## src/rtl/tank_tick_gen.sv

```systemverilog
// Step prescaler: counts 0..TICK_DIV-1 and flags the terminal count as tick.
module tank_tick_gen #(
  parameter int unsigned TICK_DIV = 1000
) (
  input  logic clock,
  input  logic Rst,
  output logic tick
);

  localparam int unsigned CW = (TICK_DIV > 2) ? $clog2(TICK_DIV) : 1;

  logic [CW-1:0] count_q;

  assign tick = (count_q == CW'(TICK_DIV - 1));

  // Free-running modulo counter, cleared by reset.
  always_ff @(posedge clock) begin
    if (!Rst) begin
      count_q <= '0;
    end else if (tick) begin
      count_q <= '0;
    end else begin
      count_q <= count_q + CW'(1);
    end
  end

endmodule

```

## config.mk

```make
export PLATFORM = sky130hd
export DESIGN_NAME = tank_tick_gen
export DESIGN_NICKNAME = d
export VERILOG_FILES = /design/src/rtl/tank_tick_gen.sv
export SDC_FILE = /design/constraint.sdc
export NUM_CORES = 1
export LEC_CHECK = 0
export ABC_AREA = 1
export BUFFER_PORTS_ARGS = -buffer_cell sky130_fd_sc_hd__buf_2
export CAP_MARGIN = 25
export CORE_AREA = 2 2 39 41
export CTS_CLUSTER_DIAMETER = 100
export DETAILED_ROUTE_END_ITERATION = 8
export DIE_AREA = 0 0 41 43
export SETUP_SLACK_MARGIN = 0.5
export SLEW_MARGIN = 20
export SYNTH_ARGS = -nofsm -noshare
export SYNTH_HDL_FRONTEND = slang
export SYNTH_SLANG_ARGS = --single-unit
```

## constraint.sdc

```tcl
create_clock -name clock -period 1.75 [get_ports clock]
set_input_delay 0.2625 -clock clock [delete_from_list [all_inputs] [get_ports clock]]
set_output_delay 0.2625 -clock clock [all_outputs]
set_load 0.005 [all_outputs]
```

==> results.toml <==
[outcome]
status = "completed"

[layout]
finalNonFillerCells = 90
regMostFlops = "count_q"
final_common_cell = "nand2_1"
final_cell_mix = "nand2_1, nor2_1, inv_1"
top_regs = "count_q x10"
fillCellCount = 123
layout-drive-gt1-share_pct = 43.24
synthToLayoutAreaGrowth_pct = 46.03
nets = 79
design_area_sq_um = 666.9
diodes = 0
largest_reg_flops = 10

[synthesis]
yosysWarnings = 0
postSynthNetCount = 64
syn_area_sq_um = 456.7
yosysTopAreaCell = "dfxtp_1"
synth_cells = 61
ys_ff_latch = 10
synth_area_leaders = "dfxtp_1, nand2_1, nor2_1, inv_1, xnor2_1"
synth_cell_types = 14
synth_top_area_share_pct = 43.84
synth.avg_cell_area_sq_um = 7.487
seq_area_frac_synth_pct = 43.84

[sta]
fin_crit_sh_pct = 78.88
setup_tns_ps = 0
fin_crit_ps = 1380
fmax_mhz = 724.4
hold_viol_final = 0
grt_setup_unrepaired = "yes"
setup_violations = 0
skew_ps = 7.037
worst_slew_pin_slew_ps = 213.7
relSlewSlack_pct = 85.70
slew_violations = 0

[setup_path]
criticalPathCategory = "reg -> out"
cp.required_ps = 1490
arrival_ps = 1120
critical_path.cell_chain = "nand2_1, nor2_1, nand3_1, inv_1, buf_2"
cp-start-kind = "flip-flop"
cp_slowest_cell = "dfxtp_1"
cpPeakStageDelay_ps = 370
worst-path-max-fanout = 3
critPathCaptureType = "output port"

[run]
drv_cap = 0

[clock_network]
holdBufCountCts = 0
clk_latency_ps = 260
clockRootBuffer = "clkbuf_4"
cts_tree = "built"
numCtsBuffers = 3
clock-sinks = 10
clk_pin_slew_ps = 70
htreeDepth = 1
cts.path.max_buffers = 2

[route]
vias = 411
ant_nets = 0
wire_per_inst_microns = 11.28
wl_mm = 1.015
detail_route.vias_per_cell = 4.567
drc = 0
drt-initial-drc-count = 5
first_pass_iters = 4

[worst_hold_path]
hp-class = "in -> reg"

[pwr]
powerDensity_nw_per_um2 = 646.3
vdd_drop_max_v = 0.0002946
leakage_nw = 0.2267

[floorplan]
pin_count = 3
row_count = 14
die_area_sq_um = 1763
die_h_microns = 43
coreArea_sq_um = 1384
die_w_microns = 41
start_util_pct = 33.00

[place]
gp_congestion = 0.7062
place_hpwl_microns = 523.9
port_buffers = 2
placed_area_sq_um = 486.7
dp.cells = 79

[global_route]
gr-total-overflow = 0
grt_usage_pct = 10.46
grt_pass1_wl_mm = 1.214
grt_max_degree = 11
antenna_found_initial = 0
grt_pass1_vias = 334
[worst max-delay path, delay by kind of cell, from the launching register on]
kind / cells / cell delay (ps)
DFF: 1 / 370
and+or+nand+nor: 3 / 320
buffers and inverters: 2 / 160
[kinds of logic after synthesis]
group                      share of synthesized area (%)
buffers and inverters                              5.754
adders and majority gates                          2.739
AOI/OAI and AO/OA                                  3.287
DFF                                                43.84
xor gates and xnor gates                           9.591
and+or+nand+nor                                    34.80
[stage by stage]
step	power (W)	setup slack (ps)	util (%)	hold slack, ps
after floorplan	0.0002567	621.0	-	428.8
after global placement	0.0002612	477.3	35.17	444.7
after detailed placement	0.0002614	452.4	35.17	452.4
after CTS	0.0004276	365.2	41.23	316.2
after global routing	0.0004523	307.9	48.19	322.7
final	0.0004310	369.6	48.19	340.6
[repair_timing]
| item | CTS | global route |
|---|---|---|
| pin swaps | 3 | 5 |
| buffers inserted | 5 | 2 |
| setup endpoints to repair | 11 | 11 |
| cloned | 0 | 1 |
| gates resized for setup | 8 | 17 |
[synthesized netlist by cell type (all sizes together)]
master and number:
a21oi 3, dfxtp 10, ha 1, inv 7, nand2 14, nand3 5, nand3b 1, nor2 15
xnor2 3, xor2 2
[layout make-up]
type	count	area, sq um	share of cell area [%]
timing repair buffer	9	73.82	11.07
sequential	10	209.0	31.33
inverter	7	26.28	3.940
clock buffer	3	22.52	3.377
tap	16	20.02	3.002
multi-input combinational	45	315.3	47.28
[report_power, final]
group	total, W	switching (W)	internal (W)
sequential	0.000241	0.00000673	0.000234
clock	0.000152	0.0000731	0.0000791
combinational	0.0000381	0.0000199	0.0000182
[final timing paths]
| check | startpoint | to | slack (ps) | cells after the start |
|---|---|---|---|---|
| min reg2reg | count_q[9] | count_q[9] | 470 | 2 |
| max reg2reg | count_q[7] | count_q[0] | 430 | 8 |
| max | count_q[7] | tick | 370 | 5 |
| min | Rst | count_q[9] | 340 | 3 |
[metal layers]
layer / global-route usage, % / share of wire, % / vias up
met5: 0 / 0 / -
met4: 8.000 / 1.4 / 0
met3: 4.712 / 2.3 / 2
met2: 15.31 / 53 / 8
met1: 11.00 / 43 / 187
li1: - / - / 214
No activity file was read; power rests on OpenSTA's default activity.
